$ cat src/rtl/ccff_programmer.sv
// ccff_programmer
//   Loads a configuration flip-flop chain of CHAIN_LEN bits from a valid/ready
//   word stream and repacks the bits falling out of the chain tail into
//   readback words.
//
//   The fabric prog_clk is produced outside this block by a glitch-free clock
//   gate enabled by ccff_shift_en. ccff_head and ccff_shift_en are driven
//   together right after an edge, so a bit driven after edge k is captured by
//   the chain at edge k+1.
//
// Ports
//   prog_clk       in   ungated programming clock
//   reset_n        in   asynchronous active-low reset
//   start          in   one-cycle pulse, begins a run (ignored while busy)
//   s_data/s_valid in   bitstream word stream
//   s_ready        out  a word is accepted in FETCH
//   ccff_head      out  serial bit to the chain head
//   ccff_tail      in   serial bit from the chain tail
//   ccff_shift_en  out  enable for the external prog_clk gate
//   m_data/m_valid out  readback words (no backpressure)
//   busy           out  run in progress
//   done           out  one-cycle pulse at the end of a run
//   bit_cnt        out  bits shifted in this run (saturates at CHAIN_LEN)
//
// state  | meaning
// IDLE   | waiting for start
// FETCH  | s_ready high, waiting for the next bitstream word; chain frozen
// SHIFT  | one chain shift per edge, LSB of the latched word first
// FINISH | one cycle: done pulse, partial readback word flushed
module ccff_programmer #(
  parameter int CHAIN_LEN = 80,
  parameter int WORD_W    = 8,
  parameter int CNT_W     = $clog2(CHAIN_LEN + 1)
) (
  input  logic              prog_clk,
  input  logic              reset_n,
  input  logic              start,
  input  logic [WORD_W-1:0] s_data,
  input  logic              s_valid,
  output logic              s_ready,
  output logic              ccff_head,
  input  logic              ccff_tail,
  output logic              ccff_shift_en,
  output logic [WORD_W-1:0] m_data,
  output logic              m_valid,
  output logic              busy,
  output logic              done,
  output logic [CNT_W-1:0]  bit_cnt
);

  localparam int IDX_W = (WORD_W > 1) ? $clog2(WORD_W) : 1;
  localparam int RB_W  = $clog2(WORD_W + 1);

  localparam logic [CNT_W-1:0] LAST_CNT = CNT_W'(CHAIN_LEN - 1);
  localparam logic [IDX_W-1:0] LAST_IDX = IDX_W'(WORD_W - 1);
  localparam logic [RB_W-1:0]  RB_LAST  = RB_W'(WORD_W - 1);

  typedef enum logic [1:0] {IDLE, FETCH, SHIFT, FINISH} state_t;

  state_t            state_q, state_d;
  logic [WORD_W-1:0] shreg_q, shreg_d;
  logic [IDX_W-1:0]  idx_q, idx_d;
  logic [WORD_W-1:0] rb_buf_q, rb_buf_d;
  logic [RB_W-1:0]   rb_cnt_q, rb_cnt_d;
  logic              rb_pend_q, rb_pend_d;
  logic [WORD_W-1:0] rb_sample;

  logic              s_ready_d, head_d, shift_en_d, m_valid_d, busy_d, done_d;
  logic [WORD_W-1:0] m_data_d;
  logic [CNT_W-1:0]  bit_cnt_d;

  always_ff @(posedge prog_clk or negedge reset_n) begin
    if (!reset_n) begin
      state_q       <= IDLE;
      shreg_q       <= '0;
      idx_q         <= '0;
      rb_buf_q      <= '0;
      rb_cnt_q      <= '0;
      rb_pend_q     <= 1'b0;
      s_ready       <= 1'b0;
      ccff_head     <= 1'b0;
      ccff_shift_en <= 1'b0;
      m_data        <= '0;
      m_valid       <= 1'b0;
      busy          <= 1'b0;
      done          <= 1'b0;
      bit_cnt       <= '0;
    end else begin
      state_q       <= state_d;
      shreg_q       <= shreg_d;
      idx_q         <= idx_d;
      rb_buf_q      <= rb_buf_d;
      rb_cnt_q      <= rb_cnt_d;
      rb_pend_q     <= rb_pend_d;
      s_ready       <= s_ready_d;
      ccff_head     <= head_d;
      ccff_shift_en <= shift_en_d;
      m_data        <= m_data_d;
      m_valid       <= m_valid_d;
      busy          <= busy_d;
      done          <= done_d;
      bit_cnt       <= bit_cnt_d;
    end
  end

  // Pre-shift tail value merged into the readback buffer at its fill position.
  assign rb_sample = rb_buf_q | (WORD_W'(ccff_tail) << rb_cnt_q);

  always_comb begin
    state_d    = state_q;
    shreg_d    = shreg_q;
    idx_d      = idx_q;
    rb_buf_d   = rb_buf_q;
    rb_cnt_d   = rb_cnt_q;
    rb_pend_d  = rb_pend_q;
    s_ready_d  = s_ready;
    head_d     = ccff_head;
    shift_en_d = ccff_shift_en;
    m_data_d   = m_data;
    m_valid_d  = 1'b0;
    busy_d     = busy;
    done_d     = 1'b0;
    bit_cnt_d  = bit_cnt;

    // A full readback word is strobed on the edge after its last sample.
    // Readback words line up with input words, so that edge never shifts.
    if (rb_pend_q) begin
      m_data_d  = rb_buf_q;
      m_valid_d = 1'b1;
      rb_buf_d  = '0;
      rb_cnt_d  = '0;
      rb_pend_d = 1'b0;
    end

    case (state_q)
      IDLE: begin
        if (start) begin
          state_d   = FETCH;
          busy_d    = 1'b1;
          s_ready_d = 1'b1;
          bit_cnt_d = '0;
          rb_buf_d  = '0;
          rb_cnt_d  = '0;
          rb_pend_d = 1'b0;
        end
      end

      FETCH: begin
        if (s_valid) begin
          state_d    = SHIFT;
          s_ready_d  = 1'b0;
          head_d     = s_data[0];
          shreg_d    = s_data >> 1;
          shift_en_d = 1'b1;
          idx_d      = '0;
        end
      end

      SHIFT: begin
        bit_cnt_d = bit_cnt + CNT_W'(1);
        rb_buf_d  = rb_sample;
        rb_cnt_d  = rb_cnt_q + RB_W'(1);
        if (rb_cnt_q == RB_LAST) begin
          rb_pend_d = 1'b1;
        end
        if (bit_cnt == LAST_CNT) begin
          state_d    = FINISH;
          shift_en_d = 1'b0;
          head_d     = 1'b0;
          done_d     = 1'b1;
          // Trailing partial word goes out now, together with done.
          if (rb_cnt_q != RB_LAST) begin
            m_data_d  = rb_sample;
            m_valid_d = 1'b1;
            rb_buf_d  = '0;
            rb_cnt_d  = '0;
          end
        end else if (idx_q == LAST_IDX) begin
          state_d    = FETCH;
          s_ready_d  = 1'b1;
          shift_en_d = 1'b0;
          head_d     = 1'b0;
        end else begin
          head_d  = shreg_q[0];
          shreg_d = shreg_q >> 1;
          idx_d   = idx_q + IDX_W'(1);
        end
      end

      FINISH: begin
        state_d = IDLE;
        busy_d  = 1'b0;
      end

      default: state_d = IDLE;
    endcase
  end

endmodule

$ cat config.mk
export PLATFORM = sky130hd
export DESIGN_NAME = ccff_programmer
export DESIGN_NICKNAME = d
export VERILOG_FILES = /design/src/rtl/ccff_programmer.sv
export SDC_FILE = /design/constraint.sdc
export NUM_CORES = 1
export LEC_CHECK = 0
export CAP_MARGIN = 20
export CORE_UTILIZATION = 35
export DETAILED_ROUTE_END_ITERATION = 8
export GPL_TIMING_DRIVEN = 0
export HOLD_SLACK_MARGIN = 0.15
export PLACE_DENSITY = 0.57
export SYNTH_ARGS = -nofsm -noshare
export SYNTH_HDL_FRONTEND = slang
export SYNTH_SLANG_ARGS = --single-unit
export TNS_END_PERCENT = 50
$ cat constraint.sdc
create_clock -name prog_clk -period 1.9 [get_ports prog_clk]
set_clock_uncertainty 0.05 [all_clocks]
set_input_delay 0.38 -clock prog_clk [delete_from_list [all_inputs] [get_ports prog_clk]]
set_output_delay 0.38 -clock prog_clk [all_outputs]
set_load 0.005 [all_outputs]
[Word-level counts from Yosys, hierarchy flattened]
Cells that the tools add are included.
Cells by class
  add/subtract/negate cells: 3
  eq/ne operators: 13
  shift operators: 1
  muxes and demuxes: 51
  bitwise logic cells: 1
  reductions and logical operators: 12
Operator list (number)
  two-way mux 8 bit: 11
  one-hot mux 8 bit (2 select lines): 2
  two-way mux 1 bit: 18
  two-way mux 4 bit: 4
  one-hot mux 7 bit (2 select lines): 1
  != test 2 bit (second input constant): 5
  two-way mux 3 bit: 3
  two-way mux 2 bit: 4
  OR 8 bit: 1
  one-hot mux 2 bit (4 select lines): 1
  one-hot mux 4 bit (2 select lines): 1
  left shift 1 x 4 -> 8 bit: 1
  adder 7 x 1 -> 7 bit (second input constant): 1
  equality test 7 bit (second input constant): 1
  two-way mux 7 bit: 1
  one-hot mux 1 bit (2 select lines): 3
  one-hot mux 3 bit (2 select lines): 1
  AND reduction 2 bit: 3
  AND reduction 3 bit: 2
  nonzero test 2 bit: 3
  AND reduction 5 bit: 1
  adder 4 x 1 -> 4 bit (second input constant): 1
  equality test 2 bit (second input constant): 2
  equality test 4 x 3 -> 1 bit (second input constant): 1
  other kinds (9): 9
Word-level totals
  bits in registers: 47
  input port bits: 13
  logic and storage cells: 95

[Longest topological paths before layout]
Gate-level depths: netlist of the first run.
  depth in word-level cells: 5
  gate-level depth with buffers: 7

[Worst setup path before layout of the first run]
No wires, ideal clock.
  path type: flip-flop to flip-flop
  start: reg bit_cnt[0]
  end: reg m_data[6]
  arrival: 1695 ps
  data required time: 1730 ps
  slack: 36 ps
  cell stages (with the launch flop): 8
  period minus slack after synthesis: 1864 ps
  cells stage by stage: dfrtp_1 > ha_1 > and4b_4 > and3_4 > buf_6 > or2_1 > buf_6 > o22a_2
On the way
  cells in the longest elaborated chain, start to end: 3
Ends and longest elaborated chain
  from (decl): RTL line 48  | output logic [CNT_W-1:0] bit_cnt
  from (signal assigned): RTL line 102  | bit_cnt <= bit_cnt_d;
  equality test 7 bit: RTL line 166  | if (bit_cnt == LAST_CNT) begin
  two-way mux 8 bit: RTL line 166
  two-way mux 8 bit: RTL line 135  | case (state_q)
  net m_data_d[6]: RTL line 69  | logic [WORD_W-1:0] m_data_d;
  to (signal assigned): RTL line 98  | m_data <= m_data_d;
  to (decl): RTL line 44  | output logic [WORD_W-1:0] m_data,
The timed path passes the listed nets, and every way through them passes these cells.
A chain may end at the register's enable or synchronous reset.

[Worst setup path in the final report of the first run]
  start: reg rb_cnt_q[1]
  end: reg m_data[6]
On the way
  cells in the longest elaborated chain, start to end: 5
  elaborated cells between the ends (all ways): 6
Ends and longest elaborated chain
  from (decl): RTL line 64  | logic [RB_W-1:0] rb_cnt_q, rb_cnt_d;
  from (signal assigned): RTL line 93  | rb_cnt_q <= rb_cnt_d;
  left shift 1 x 4 -> 8 bit: RTL line 107  | assign rb_sample = rb_buf_q | (WORD_W'(ccff_tail) << rb_cnt_q);
  OR 8 bit: RTL line 107
  two-way mux 8 bit *: RTL line 172  | if (rb_cnt_q != RB_LAST) begin
  two-way mux 8 bit *: RTL line 166
  two-way mux 8 bit *: RTL line 135
  net m_data_d[6]: RTL line 69
The timed path passes the listed nets; every way through them passes the cells marked *.

==> results.toml, run 1 <==
[global_route]
use_met1_pct = 23.2
grt.met2_usage_pct = 22.7
grt_use_met3_pct = 3.41
grt_pass1_vias = 1535
grt_max_degree = 31
antenna_found_initial = 0
track_usage_pct = 15.8
busiest_layer = "met1"
globalRouteOverflowTotal = 0
grt_pass1_wl_um = 7690

[setup_path]
arrival_ns = 1.95
cp_max_fo = 9
reg2reg_depth = 6
crit_path_top_delay_cell = "dfrtp_1"
worst-path-buf-inv = 1
critical_path_class = "flop to flop"
end_kind = "flop"
cp-endpoint = "m_data[6]"
critPathRequiredTime_ns = 2.04
crit_family = "simple AND/OR/NAND/NOR gates"
r2r-end = "m_data[6]"
crit_chain = "ha_2 -> nand3b_1 -> and3_4 -> or2_4 -> buf_2 -> o22a_2"
cp-startpoint = "rb_cnt_q[1]"
rr_startpoint = "rb_cnt_q[1]"
startpoint_type = "flop"
critical-path-max-stage-delay_ns = 0.43
crit_cells = 6
rrSetupSlack_ns = 0.09

[timing]
setup-tns-final_ns = 0
layout_min_cycle_time_ns = 1.81
finalHoldViolCount = 0
hold_ws_ns = 0.436
final.setup.worst_slack_ns = 0.0902
rsz0062_at_grt = "yes"
worst_slew_pin_slew_ns = 0.580
setup_viol = 0
slew_headroom_pct = 61.1
period_share_pct = 95.3
fmax_ghz = 0.553
drv_slew = 0

[placed_design]
place_inst = 309
dpl_cell_area_um2 = 2590
routabilityCongestion = 0.784
io_buffers = 33
place_ws_ns = -0.221
detailedPlacementHpwl_um = 3150

[synth]
yosysSeqAreaShare_pct = 53.5
syn_area_per_cell_um2 = 10.8
yosys.area_share.xor_xnor_pct = 0.407
synth_area_leaders = "dfrtp_1 54%, nand2_1 3.7%, mux2i_1 3.3%, o22a_1 2.9%, a21oi_1 2.8%"
synth-edff-count = 0
synth_top_area_share_pct = 53.5
synth_compound_area_share_pct = 19.2
synth_top_cell_by_area = "dfrtp_1"
ys_types = 43
synthCells = 200
synth-seq-cells = 46
async_flop_share_pct = 100
post_synth_fa_ha_maj_area_fraction_pct = 2.33
muxShareOfSynthArea_pct = 4.30
synth_most_common_cell = "dfrtp_1"
synth_ff_type = "dfrtp_1"
synth_top_family_by_area = "compound AO/OA/AOI/OAI gates"
syn-num-nets = 217
ys_warn_count = 0
synth_simple_gate_area_share_pct = 16.3
syn_area_um2 = 2150
synth_commonest_cells = "46 x dfrtp_1, 21 x nand2_1, 15 x nor2_1"

[cts]
cts_sinks = 46
clk_path_buf_depth = 2
cts_root_buf = "clkbuf_8"
clkLatencyLatePin_ns = 0.30
cts_buffers = 5
clk_pin_slew_worst_paths_ns = 0.09
tritoncts = "done"
h-tree-depth = 2

[die]
die_width_um = 80.4
row_count = 28
start_util_pct = 36.3
ios = 34
die_area_um2 = 6460
die_h_um = 80.4
core-area_um2 = 5920

[cells_and_area]
final_cells = 323
final_area_um2 = 2830
num-nets-final = 264
drive_gt1_share_pct = 15.7
multi_input_area_um2 = 972
num_antenna_cells = 0
fillers = 566
seq_area_um2 = 1150
syn2layout_area_growth_pct = 31.8

[route]
wl_per_cell_um = 14.4
wirelength_um = 4650
first_iter_violations = 67
drt.antenna.violating_nets = 0
via_per_inst = 5.30
drc = 0
first_pass_iters = 5
num_vias = 1711

[outcome]
status = "finished clean"

[power_and_ir_drop]
power_leakage_nw = 1.20
power_density_nw_per_um2 = 1350
peakVddDrop_mv = 0.601

[job]
maxCapViolations = 0

[min_path]
min-delay-start = "ccff_shift_en"
hold_class = "flop to flop"
## worst min-delay path by stage
stage | end | slack [ns] | cells past startpoint
after floorplan | bit_cnt[0] | 0.03 | 0
after CTS | ccff_shift_en | 0.44 | 1
after global routing | ccff_head | 0.46 | 1
after detailed placement | m_valid | 0.28 | 1
after global placement | ccff_shift_en | 0.42 | 1
final | ccff_shift_en | 0.44 | 1
## layout make-up
| class | count | area share (%) |
|---|---|---|
| sequential | 46 | 40.6 |
| timing repair buffer | 41 | 14.0 |
| multi-input combinational | 139 | 34.3 |
| tap | 75 | 3.31 |
| buffer | 10 | 2.16 |
| clock inverter | 2 | 2.12 |
| clock buffer | 6 | 2.91 |
| inverter | 4 | 0.530 |
## placed cells by master, fill, tap and decap left out, types with 3 or more instances in the layout
cell              n
buf_4             6
o22a_1            7
o21ai_0          11
clkdlybuf4s50_1  32
nor2b_1           3
a22o_1            5
buf_2             5
nand2_1          21
nor2_1           14
mux2i_1           7
nand3_1           7
clkbuf_8          6
clkbuf_1          3
inv_1             4
a21oi_1          12
a31oi_1           8
dfrtp_1          46
## kinds of logic (layout without fill, tap and decap cells)
kind of cell,Yosys count,in the layout
mux,9,9
compound gates,60,60
xor+xnor,1,1
simple gates,65,65
fa+ha+maj,4,4
buf+inv,15,63
flops,46,46
## state kept, by name, indices dropped and copies added, names as in the netlist, 2 cells and up
name and cells:
m_data 8, idx_q 3, shreg_q 7, rb_buf_q 8, rb_cnt_q 4, bit_cnt 7, state_q 2
## power breakdown
part	leakage (nW)	switching, mW	total [mW]	internal, mW
Clock	0.0714	0.335	0.896	0.561
Sequential	0.606	0.176	1.46	1.28
Combinational	0.520	0.713	1.46	0.746
Total	1.20	1.22	3.81	2.59
## through the flow
stage	utilization, %	total power, mW
after floorplan	-	2.31
after global placement	43.5	2.83
after detailed placement	43.7	2.86
after CTS	46.9	3.81
after global routing	47.9	4.09
final	47.9	3.81
## layer usage
layer | vias to the layer above | share of wire, %
met5 | - | 0
li1 | 827 | -
met1 | 850 | 49
met3 | 4 | 2.5
met4 | 0 | 1.0
met2 | 30 | 47
## what timing repair did
action,CTS,global route
gates resized for setup,4,9
cloned,0,1
pin swaps,0,3
endpoints found under the hold margin,16,0
setup endpoints to repair,16,24
buffers inserted,2,3
hold buffers,1,0
(Power assumes the default switching activity.)
==> run 2, diff against run 1 <==
--- a/config.mk
+++ b/config.mk
@@ -11,6 +11,7 @@
 export GPL_TIMING_DRIVEN = 0
 export HOLD_SLACK_MARGIN = 0.15
 export PLACE_DENSITY = 0.57
+export RECOVER_POWER = 100
 export SYNTH_ARGS = -nofsm -noshare
 export SYNTH_HDL_FRONTEND = slang
 export SYNTH_SLANG_ARGS = --single-unit
==> run 2 against run 1 <==
Compared with the run above:
- worst hold slack is the same
- register-to-register slack about the same
- combinational power about the same
- routed wire length up 0.58%
- cell area is 0.49% lower
- largest power group unchanged
- via count fell by 1.1%
- non-clock buffer count unchanged
- sequential cell count is the same
- largest cell class unchanged
- first-iteration DRC count rose by 1.5%
- count of clock-buffer cells in the layout did not move
==> results.toml, run 2 (same netlist as run 1, synthesis figures left out) <==
[setup_path]
worst-path-buf-inv = 1
end_kind = "flop"
startpoint_type = "flop"
critical_path_class = "flop to flop"
crit_chain = "ha_2 -> nand3b_1 -> and3_4 -> or2_4 -> buf_2 -> o22a_2"
crit_path_top_delay_cell = "dfrtp_1"
critPathRequiredTime_ns = 2.04
arrival_ns = 1.95
critical-path-max-stage-delay_ns = 0.43
cp_max_fo = 9
crit_family = "simple AND/OR/NAND/NOR gates"

[route]
wl_per_cell_um = 14.5
drc = 0
num_vias = 1692
drt.antenna.violating_nets = 0
via_per_inst = 5.24
first_iter_violations = 68
first_pass_iters = 4
wirelength_um = 4680

[die]
die_area_um2 = 6460
die_h_um = 80.4
ios = 34
start_util_pct = 36.3
die_width_um = 80.4
core-area_um2 = 5920
row_count = 28

[cts]
cts_buffers = 5
tritoncts = "done"
clkLatencyLatePin_ns = 0.30
cts_root_buf = "clkbuf_8"
cts_sinks = 46
clk_pin_slew_worst_paths_ns = 0.09
h-tree-depth = 2
clk_path_buf_depth = 2

[timing]
rsz0062_at_grt = "yes"
hold_ws_ns = 0.436
slew_headroom_pct = 40.8
setup-tns-final_ns = 0
layout_min_cycle_time_ns = 1.81
setup_viol = 0
period_share_pct = 95.4
finalHoldViolCount = 0
final.setup.worst_slack_ns = 0.0868
worst_slew_pin_slew_ns = 0.889
fmax_ghz = 0.552
drv_slew = 0

[power_and_ir_drop]
peakVddDrop_mv = 0.602
power_leakage_nw = 1.19
power_density_nw_per_um2 = 1350

[global_route]
track_usage_pct = 15.8
grt_max_degree = 31
globalRouteOverflowTotal = 0
grt_pass1_wl_um = 7690
grt_pass1_vias = 1535
antenna_found_initial = 0

[placed_design]
place_ws_ns = -0.221
place_inst = 309
detailedPlacementHpwl_um = 3150
routabilityCongestion = 0.784
io_buffers = 33

[cells_and_area]
num-nets-final = 264
drive_gt1_share_pct = 15.3
layout_common_cells = "46 x dfrtp_1, 32 x clkdlybuf4s50_1, 21 x nand2_1"
num_antenna_cells = 0
fin_util_pct = 47.6
final_cells = 323
largestRegisters = "m_data (8), rb_buf_q (8)"
syn2layout_area_growth_pct = 31.1
final_common_cell = "dfrtp_1"

[job]
maxCapViolations = 0

[outcome]
status = "finished clean"

[min_path]
hold_class = "flop to flop"
==> run 2: changes by cell type in the layout (fill, tap and decap cells not counted) <==
cell / previous run / this run
buf_2: 5 / 4
clkbuf_1: 3 / 4
buf_4: 6 / 7
buf_12: 1 / 0
==> run 2: what timing repair did <==
action / in CTS / in global routing
gates resized for setup: 4 / 9
cloned: 0 / 1
pin swaps: 0 / 3
hold buffers: 1 / 0
setup buffers: 2 / 3
endpoints found under the setup margin: 16 / 24
hold endpoints to repair: 16 / 0
==> run 2: worst paths after layout <==
check	from	endpoint	slack [ns]	depth (start not counted)
worst max-delay path	rb_cnt_q[1]	m_data[6]	0.09	6
worst min-delay path	ccff_shift_en	ccff_shift_en	0.44	1
worst max register to register	rb_cnt_q[1]	m_data[6]	0.09	6
worst min register to register	ccff_shift_en	ccff_shift_en	0.44	1
max in group asynchronous	reset_n	rb_cnt_q[2]	0.22	3
min in group asynchronous	reset_n	m_valid	0.66	2
==> run 2: where the power goes <==
part / total, mW / leakage (nW) / internal (mW) / switching, mW
Combinational: 1.46 / 0.513 / 0.744 / 0.720
Clock: 0.898 / 0.0714 / 0.561 / 0.336
Sequential: 1.46 / 0.606 / 1.28 / 0.176
Total: 3.82 / 1.19 / 2.59 / 1.23
==> run 2: layout make-up <==
type | count | area [um2]
Buffer | 10 | 61.3
Clock buffer | 6 | 82.6
Clock inverter | 2 | 60.1
Fill cell | 569 | 3100
Inverter | 4 | 15.0
Multi-Input combinational cell | 139 | 972
Sequential cell | 46 | 1150
Tap cell | 75 | 93.8
Timing Repair Buffer | 41 | 384
==> run 2: layer usage <==
metal / global-route usage, % / wire (um) / vias to the layer above
met5: 0 / 0 / -
met4: 5.36 / 57 / 0
li1: - / - / 827
met3: 3.41 / 89 / 5
met2: 22.7 / 2120 / 22
met1: 23.2 / 2410 / 838
==> run 2: stage by stage <==
step / power [mW] / cell area [um2]
after floorplan: 2.31 / 2150
after global routing: 4.09 / 2820
after global placement: 2.83 / 2570
final: 3.82 / 2820
after CTS: 3.81 / 2780
after detailed placement: 2.86 / 2590
==> run 3, diff against run 2 <==
--- a/config.mk
+++ b/config.mk
@@ -8,6 +8,7 @@
 export CAP_MARGIN = 20
 export CORE_UTILIZATION = 35
 export DETAILED_ROUTE_END_ITERATION = 8
+export GPL_ROUTABILITY_DRIVEN = 0
 export GPL_TIMING_DRIVEN = 0
 export HOLD_SLACK_MARGIN = 0.15
 export PLACE_DENSITY = 0.57
==> results of run 3 <==
No change in the layout: final DEF, timing and power equal those of run 2.
